===== src/rtl/fifo_wr_arbiter_if.sv =====
`default_nettype none
//==============================================================================
// Module   : fifo_wr_arbiter_if
// Brief    : Requester handshake and fifo write-port bundle for fifo_wr_arbiter.
//            Stats ports exist only when FIFO_ARB_STATS_EN is defined.
// Revision : 1.0
//==============================================================================
interface fifo_wr_arbiter_if #(
  parameter int NUM_REQ    = 4,
  parameter int DATA_WIDTH = 128
);
  logic [NUM_REQ-1:0]            req_valid_i;
  logic [NUM_REQ*DATA_WIDTH-1:0] req_data_i;
  logic [NUM_REQ-1:0]            req_ready_o;
  logic [DATA_WIDTH-1:0]         fifo_wr_data_o;
  logic                          fifo_wr_en_o;
  logic                          fifo_full_i;
  logic [NUM_REQ-1:0]            grant_o;
  logic                          busy_o;
`ifdef FIFO_ARB_STATS_EN
  logic [NUM_REQ*32-1:0]         beat_count_o;
  logic [31:0]                   stall_count_o;

  modport master (
    input  req_valid_i, req_data_i, fifo_full_i,
    output req_ready_o, fifo_wr_data_o, fifo_wr_en_o, grant_o, busy_o,
    output beat_count_o, stall_count_o
  );
  modport slave (
    output req_valid_i, req_data_i, fifo_full_i,
    input  req_ready_o, fifo_wr_data_o, fifo_wr_en_o, grant_o, busy_o,
    input  beat_count_o, stall_count_o
  );
`else
  modport master (
    input  req_valid_i, req_data_i, fifo_full_i,
    output req_ready_o, fifo_wr_data_o, fifo_wr_en_o, grant_o, busy_o
  );
  modport slave (
    output req_valid_i, req_data_i, fifo_full_i,
    input  req_ready_o, fifo_wr_data_o, fifo_wr_en_o, grant_o, busy_o
  );
`endif
endinterface
`default_nettype wire


===== src/rtl/fifo_wr_arbiter.sv =====
`default_nettype none
//==============================================================================
// Module   : fifo_wr_arbiter
// Brief    : Round-robin burst arbiter sharing one fifo write port among
//            NUM_REQ valid/ready requesters. FIFO_ARB_STATS_EN adds counters.
// Revision : 1.0
//==============================================================================
module fifo_wr_arbiter #(
  parameter int NUM_REQ    = 4,
  parameter int DATA_WIDTH = 128,
  parameter int MAX_BURST  = 8
) (
  input  wire logic         clock,
  input  wire logic         reset,
  fifo_wr_arbiter_if.master bus
);
  localparam int                     c_owner_w   = $clog2(NUM_REQ);
  localparam int                     c_cnt_w     = $clog2(MAX_BURST + 1);
  localparam logic [c_owner_w-1:0]   c_last_idx  = c_owner_w'(NUM_REQ - 1);
  localparam logic [c_owner_w:0]     c_num_req   = (c_owner_w + 1)'(NUM_REQ);
  localparam logic [c_cnt_w-1:0]     c_max_burst = c_cnt_w'(MAX_BURST);
  localparam logic [NUM_REQ-1:0]     c_one       = NUM_REQ'(1);

  typedef enum logic [0:0] {
    S_IDLE  = 1'b0,
    S_BURST = 1'b1
  } state_t;

  state_t                r_state, w_state_nxt;
  logic [c_owner_w-1:0]  r_owner, w_owner_nxt;
  logic [c_owner_w-1:0]  r_rr_ptr, w_rr_ptr_nxt;
  logic [c_cnt_w-1:0]    r_beat_cnt, w_beat_cnt_nxt;
  logic [c_owner_w:0]    w_scan_idx;
  logic [c_owner_w-1:0]  w_pick_idx;
  logic                  w_pick_vld;
  logic [DATA_WIDTH-1:0] w_req_data [NUM_REQ];
  logic [NUM_REQ-1:0]    w_onehot;
  logic                  w_burst, w_owner_vld, w_accept, w_last_beat, w_release;

  generate
    for (genvar gi = 0; gi < NUM_REQ; gi++) begin : g_unpack
      assign w_req_data[gi] = bus.req_data_i[gi*DATA_WIDTH +: DATA_WIDTH];
    end
  endgenerate

  // First valid requester scanning upward from rr_ptr, wrapping at NUM_REQ.
  always_comb begin
    w_pick_vld = 1'b0;
    w_pick_idx = '0;
    w_scan_idx = '0;
    for (int i = 0; i < NUM_REQ; i++) begin
      w_scan_idx = {1'b0, r_rr_ptr} + (c_owner_w + 1)'(i);
      if (w_scan_idx >= c_num_req) begin
        w_scan_idx = w_scan_idx - c_num_req;
      end
      if (!w_pick_vld && bus.req_valid_i[w_scan_idx[c_owner_w-1:0]]) begin
        w_pick_vld = 1'b1;
        w_pick_idx = w_scan_idx[c_owner_w-1:0];
      end
    end
  end

  assign w_burst     = (r_state == S_BURST);
  assign w_onehot    = c_one << r_owner;
  assign w_owner_vld = bus.req_valid_i[r_owner];
  assign w_accept    = w_burst & w_owner_vld & ~bus.fifo_full_i;
  assign w_last_beat = w_accept && ((r_beat_cnt + c_cnt_w'(1)) == c_max_burst);
  // A full fifo freezes the burst: the owner cannot release while stalled.
  assign w_release   = w_burst & ~w_owner_vld & ~bus.fifo_full_i;

  always_comb begin
    w_state_nxt    = r_state;
    w_owner_nxt    = r_owner;
    w_rr_ptr_nxt   = r_rr_ptr;
    w_beat_cnt_nxt = r_beat_cnt;
    case (r_state)
      S_IDLE: begin
        if (w_pick_vld) begin
          w_state_nxt    = S_BURST;
          w_owner_nxt    = w_pick_idx;
          w_beat_cnt_nxt = '0;
        end
      end
      S_BURST: begin
        if (w_accept) begin
          w_beat_cnt_nxt = r_beat_cnt + c_cnt_w'(1);
        end
        if (w_last_beat || w_release) begin
          w_state_nxt  = S_IDLE;
          w_rr_ptr_nxt = (r_owner == c_last_idx) ? '0 : r_owner + c_owner_w'(1);
        end
      end
      default: w_state_nxt = S_IDLE;
    endcase
  end

  always_ff @(posedge clock) begin
    if (reset) begin
      r_state    <= S_IDLE;
      r_owner    <= '0;
      r_rr_ptr   <= '0;
      r_beat_cnt <= '0;
    end else begin
      r_state    <= w_state_nxt;
      r_owner    <= w_owner_nxt;
      r_rr_ptr   <= w_rr_ptr_nxt;
      r_beat_cnt <= w_beat_cnt_nxt;
    end
  end

  assign bus.grant_o        = w_burst ? w_onehot : '0;
  assign bus.busy_o         = w_burst;
  assign bus.req_ready_o    = (w_burst && !bus.fifo_full_i) ? w_onehot : '0;
  assign bus.fifo_wr_en_o   = w_accept;
  assign bus.fifo_wr_data_o = w_burst ? w_req_data[r_owner] : '0;

`ifdef FIFO_ARB_STATS_EN
  logic [31:0] r_stall_count;

  generate
    for (genvar gi = 0; gi < NUM_REQ; gi++) begin : g_beat_count
      logic [31:0] r_count;
      always_ff @(posedge clock) begin
        if (reset) begin
          r_count <= '0;
        end else if (bus.req_valid_i[gi] && bus.req_ready_o[gi]) begin
          r_count <= r_count + 32'd1;
        end
      end
      assign bus.beat_count_o[gi*32 +: 32] = r_count;
    end
  endgenerate

  always_ff @(posedge clock) begin
    if (reset) begin
      r_stall_count <= '0;
    end else if (w_burst && bus.fifo_full_i) begin
      r_stall_count <= r_stall_count + 32'd1;
    end
  end

  assign bus.stall_count_o = r_stall_count;
`endif
endmodule
`default_nettype wire


===== src/flat_wrapper.sv =====
// flat-port wrapper written by rule: the top's interface ports become plain ports
module fifo_wr_arbiter_flat 
#(
  parameter int NUM_REQ    = 4,
  parameter int DATA_WIDTH = 128,
  parameter int MAX_BURST  = 8
)
  (clock, reset, bus_req_valid_i, bus_req_data_i, bus_fifo_full_i, bus_req_ready_o, bus_fifo_wr_data_o, bus_fifo_wr_en_o, bus_grant_o, bus_busy_o);
  fifo_wr_arbiter_if #(.NUM_REQ(NUM_REQ), .DATA_WIDTH(DATA_WIDTH)) bus_i ();
  input  wire logic clock;
  input  wire logic reset;
  input wire logic [$bits(bus_i.req_valid_i)-1:0] bus_req_valid_i;
  input wire logic [$bits(bus_i.req_data_i)-1:0] bus_req_data_i;
  input wire logic [$bits(bus_i.fifo_full_i)-1:0] bus_fifo_full_i;
  output wire logic [$bits(bus_i.req_ready_o)-1:0] bus_req_ready_o;
  output wire logic [$bits(bus_i.fifo_wr_data_o)-1:0] bus_fifo_wr_data_o;
  output wire logic [$bits(bus_i.fifo_wr_en_o)-1:0] bus_fifo_wr_en_o;
  output wire logic [$bits(bus_i.grant_o)-1:0] bus_grant_o;
  output wire logic [$bits(bus_i.busy_o)-1:0] bus_busy_o;
  assign bus_i.req_valid_i = bus_req_valid_i;
  assign bus_i.req_data_i = bus_req_data_i;
  assign bus_i.fifo_full_i = bus_fifo_full_i;
  assign bus_req_ready_o = bus_i.req_ready_o;
  assign bus_fifo_wr_data_o = bus_i.fifo_wr_data_o;
  assign bus_fifo_wr_en_o = bus_i.fifo_wr_en_o;
  assign bus_grant_o = bus_i.grant_o;
  assign bus_busy_o = bus_i.busy_o;
  fifo_wr_arbiter #(.NUM_REQ(NUM_REQ), .DATA_WIDTH(DATA_WIDTH), .MAX_BURST(MAX_BURST)) u_core (.clock(clock), .reset(reset), .bus(bus_i));
endmodule

===== config.mk =====
export PLATFORM = sky130hd
export DESIGN_NAME = fifo_wr_arbiter_flat
export DESIGN_NICKNAME = d
export VERILOG_FILES = /design/src/rtl/fifo_wr_arbiter_if.sv /design/src/rtl/fifo_wr_arbiter.sv /design/src/flat_wrapper.sv
export SDC_FILE = /design/constraint.sdc
export NUM_CORES = 1
export LEC_CHECK = 0
export ABC_AREA = 1
export BUFFER_PORTS_ARGS = -buffer_cell sky130_fd_sc_hd__buf_2
export CAP_MARGIN = 20
export CORE_AREA = 2 2 253 255
export DETAILED_ROUTE_END_ITERATION = 10
export DIE_AREA = 0 0 255 257
export SETUP_SLACK_MARGIN = 0.5
export SLEW_MARGIN = 15
export SYNTH_ARGS = -nofsm -noshare
export SYNTH_HDL_FRONTEND = slang
export SYNTH_SLANG_ARGS = --single-unit

===== constraint.sdc =====
create_clock -name clock -period 3.05 [get_ports clock]
set_input_delay 0.1525 -clock clock [delete_from_list [all_inputs] [get_ports clock]]
set_output_delay 0.1525 -clock clock [all_outputs]
set_load 0.02 [all_outputs]

==> summary.txt <==
Floorplan
  – Die Y: 257 µm
  – Die X: 255 µm
  – Starting Density: 8.107%
  – IO Count: around 660
  – Core area: 62,740 µm²
  – Full die area: 65,540 µm²
  – Row cnt: 92

Timing
  – Slew HR: between 40% and 50%
  – Post-route worst setup slack: 0.7168 ns
  – Unrepaired setup endpoints after global routing: no
  – Layout Skew: 0.002634 ns
  – Post-route minimum period: ~2.3 ns
  – Maximum clock rate: 0.4286 GHz
  – Setup-failing EPs final: 0
  – Setup TNS: 0 ns
  – Measured slew at the worst slew-check pin: 0.8155 ns
  – Final hold violation count: 0
  – Period utilisation layout: between 70% and 80%
  – Hold slack: 0.1772 ns
  – Slew Limit Fails: 0

Setup path
  – CP max stage delay: 0.40 ns
  – Most used cell along the critical path: nor2_1
  – Worst-path maximum fanout: 61
  – R2R cell count: 9
  – Worst Setup End Kind: output pin
  – CP arrival: 2.18 ns
  – Max stage delay cell, worst path: dfxtp_4
  – Setup crit start kind: register
  – Crit Path Category: reg2out
  – CP required: 2.90 ns
  – Critical path, cell by cell: buf_12 > buf_4 > nor2_1 > nor2_1 > o21ai_0 > a21oi_1 > buf_2

Synth
  – Post-synthesis async set-or-reset flop share: 0%
  – Syn_nets: 1,648
  – Syn avg cell area: 4.529 µm²
  – Flops & latches, synth: 9
  – Mapped cell area: 5086 µm²
  – Number of synthesized flops with an enable pin: 0
  – Ys flop type: dfxtp_1
  – Post-synth cell types: 25
  – Gate count of the mapped netlist: around 1.1k
  – Ys Warns: 0
  – Sequential area share after synthesis: 3.542%

Placed design
  – Port buffer count: 656
  – Dpl ws: 0.9621 ns
  – Cell Area, Placed: approximately 9300 µm²
  – Placer congestion estimate: 0.9172
  – Final HPWL DP: 37,820 µm

Global route
  – Gr ovfl total: 0
  – Largest net degree at the start of global routing: 131
  – Antenna violations before repair: 52
  – First-pass GRT wire length: 60,240 µm
  – Total track usage: approximately an eighth
  – Vias in the first global route: 9,003

Clock tree
  – # clock sinks: 9
  – Post-CTS Hold Buffers: 0
  – Clk slew on worst S/H paths: 0.04 ns
  – CTS tree: yes
  – CTS Buf Count: 3
  – Root Buffer: clkbuf_16
  – Post_cts resized: 0
  – Clk Latency, worst-skew pair: between 0.2 and 0.25 ns
  – Clk buf depth: 2
  – Postcts setup bufs: 0
  – H-tree levels: 1

Power and ir drop
  – Int Power: 1.365 mW
  – Sw frac: just over 60%
  – PD cells: 369.4 nW/µm²
  – Maximum vdd drop: between 150 and 200 µV
  – Sw power: 2.110 mW
  – Clock share of power: 6.8%
  – Pleak: 4.830 nW
  – Sequential Power Share: 4.4%
  – Overall Power: 3.475 mW
  – Gate power share: 88.8%

Final layout
  – Layout net count: 2,233
  – Area Overhead vs Synth: 84.94%
  – Layout Cell Area excl Fill: between 9000 and 10,000 µm²
  – Share of cells above drive strength 1: about two fifths

Detailed routing
  – DRC: 0
  – Routed WL: 45,380 µm
  – Via density: 3.876
  – Final ANT Viol Nets: 0
  – TritonRoute pass-1 iters: 5
  – Via Count: 9,957
  – Routed WL per cell: 17.66 µm
  – Initial drt markers: ~960

Job
  – Total of max-cap violations: 0

Status
  – Outcome: finished, final reports clean

Min path
  – Hold Path Class: in2reg
  – Hold Path Depth: 2
==> power groups by stage <==
stage	Combinational (mW)	Clock (mW)	Sequential (mW)
final	3.08	0.236	0.154
after global routing	3.42	0.245	0.157
after CTS	3.09	0.237	0.154
after detailed placement	3.08	0	0.156
after global placement	3.07	0	0.155
after floorplan	1.89	0	0.143
==> placed cells by master, fill, tap and decap left out, types with 3 or more instances in the layout <==
master,instances
buf_4,16
diode_2,16
o21ai_0,262
nand2_4,3
clkbuf_16,3
ha_1,6
nand2_1,38
nor2_1,521
nand3_1,13
buf_12,8
dfxtp_1,7
nand2_2,8
a21oi_1,135
buf_2,656
inv_1,13
==> through the flow <==
| stage | cells | utilization, % |
|---|---|---|
| after floorplan | 1123 | - |
| after global placement | 2549 | 14.80 |
| after detailed placement | 2549 | 14.80 |
| after CTS | 2553 | 14.93 |
| after global routing | 2564 | 14.97 |
| final | 2569 | 14.99 |
==> per-layer routing <==
metal	global-route usage, %	wire (µm)
met1	14.30	17300
met2	22.15	21170
met3	3.308	4503
met4	5.669	2268
met5	0	133
==> cell families (layout without fill, tap and decap cells) <==
logic type               Yosys count  after routing  synth area share (%)
AO/OA/AOI/OAI                    399            399                 39.36
other                              0             16                     0
flip-flops                         9              9                 3.542
adder cells (fa/ha/maj)            6              6                 1.476
AND/OR/NAND/NOR                  588            588                 45.17
buffers and inverters            119            703                 10.11
XOR/XNOR                           2              2                0.3445
==> synthesized netlist by cell type, types with 2 or more instances <==
cell type | number | share of area (%)
a21oi_1 | 135 | 13
nor2_1 | 521 | 38
buf_2 | 30 | 3.0
nand2_2 | 8 | 0.98
dfxtp_1 | 9 | 3.5
buf_6 | 3 | 0.66
nand3_1 | 13 | 1.3
o21ai_0 | 262 | 26
nand2_1 | 38 | 2.8
buf_1 | 10 | 0.74
nand2_4 | 3 | 0.66
inv_1 | 14 | 1.0
xnor2_1 | 2 | 0.34
clkbuf_1 | 57 | 4.2
ha_1 | 6 | 1.5
inv_2 | 3 | 0.22
==> state kept, by name, summed over array words and instances, names as in the netlist <==
signal / cells
u_core.r_beat_cnt: 4
u_core.r_rr_ptr: 2
u_core.bus.busy_o: 1
u_core.r_owner: 2
==> layout make-up <==
cell class / instances / area [µm²]
fillers: 7395 / 53330
multi-input cells: 995 / 4392
repair buffers: 680 / 3563
well taps: 846 / 1059
flip-flops and latches: 9 / 187.7
inverters: 19 / 86.33
clock buffers: 4 / 78.83
diodes: 16 / 40.04
==> worst paths after layout <==
path	slack, ns	startpoint	end
setup reg to reg	1.23	u_core.r_owner[0]	u_core.r_beat_cnt[0]
hold reg to reg	0.50	u_core.r_beat_cnt[3]	u_core.r_beat_cnt[3]
setup / recovery	0.72	u_core.r_owner[0]	bus_fifo_wr_data_o[96]
hold / removal	0.18	reset	u_core.r_beat_cnt[1]
==> critical path, delay by kind of cell (launching register included) <==
kind	cells	cell delay, ns
AO/OA/AOI/OAI	2	0.38
buffers and inverters	3	0.81
flip-flops	1	0.40
AND/OR/NAND/NOR	2	0.23
No activity file was read; power rests on OpenSTA's default activity.
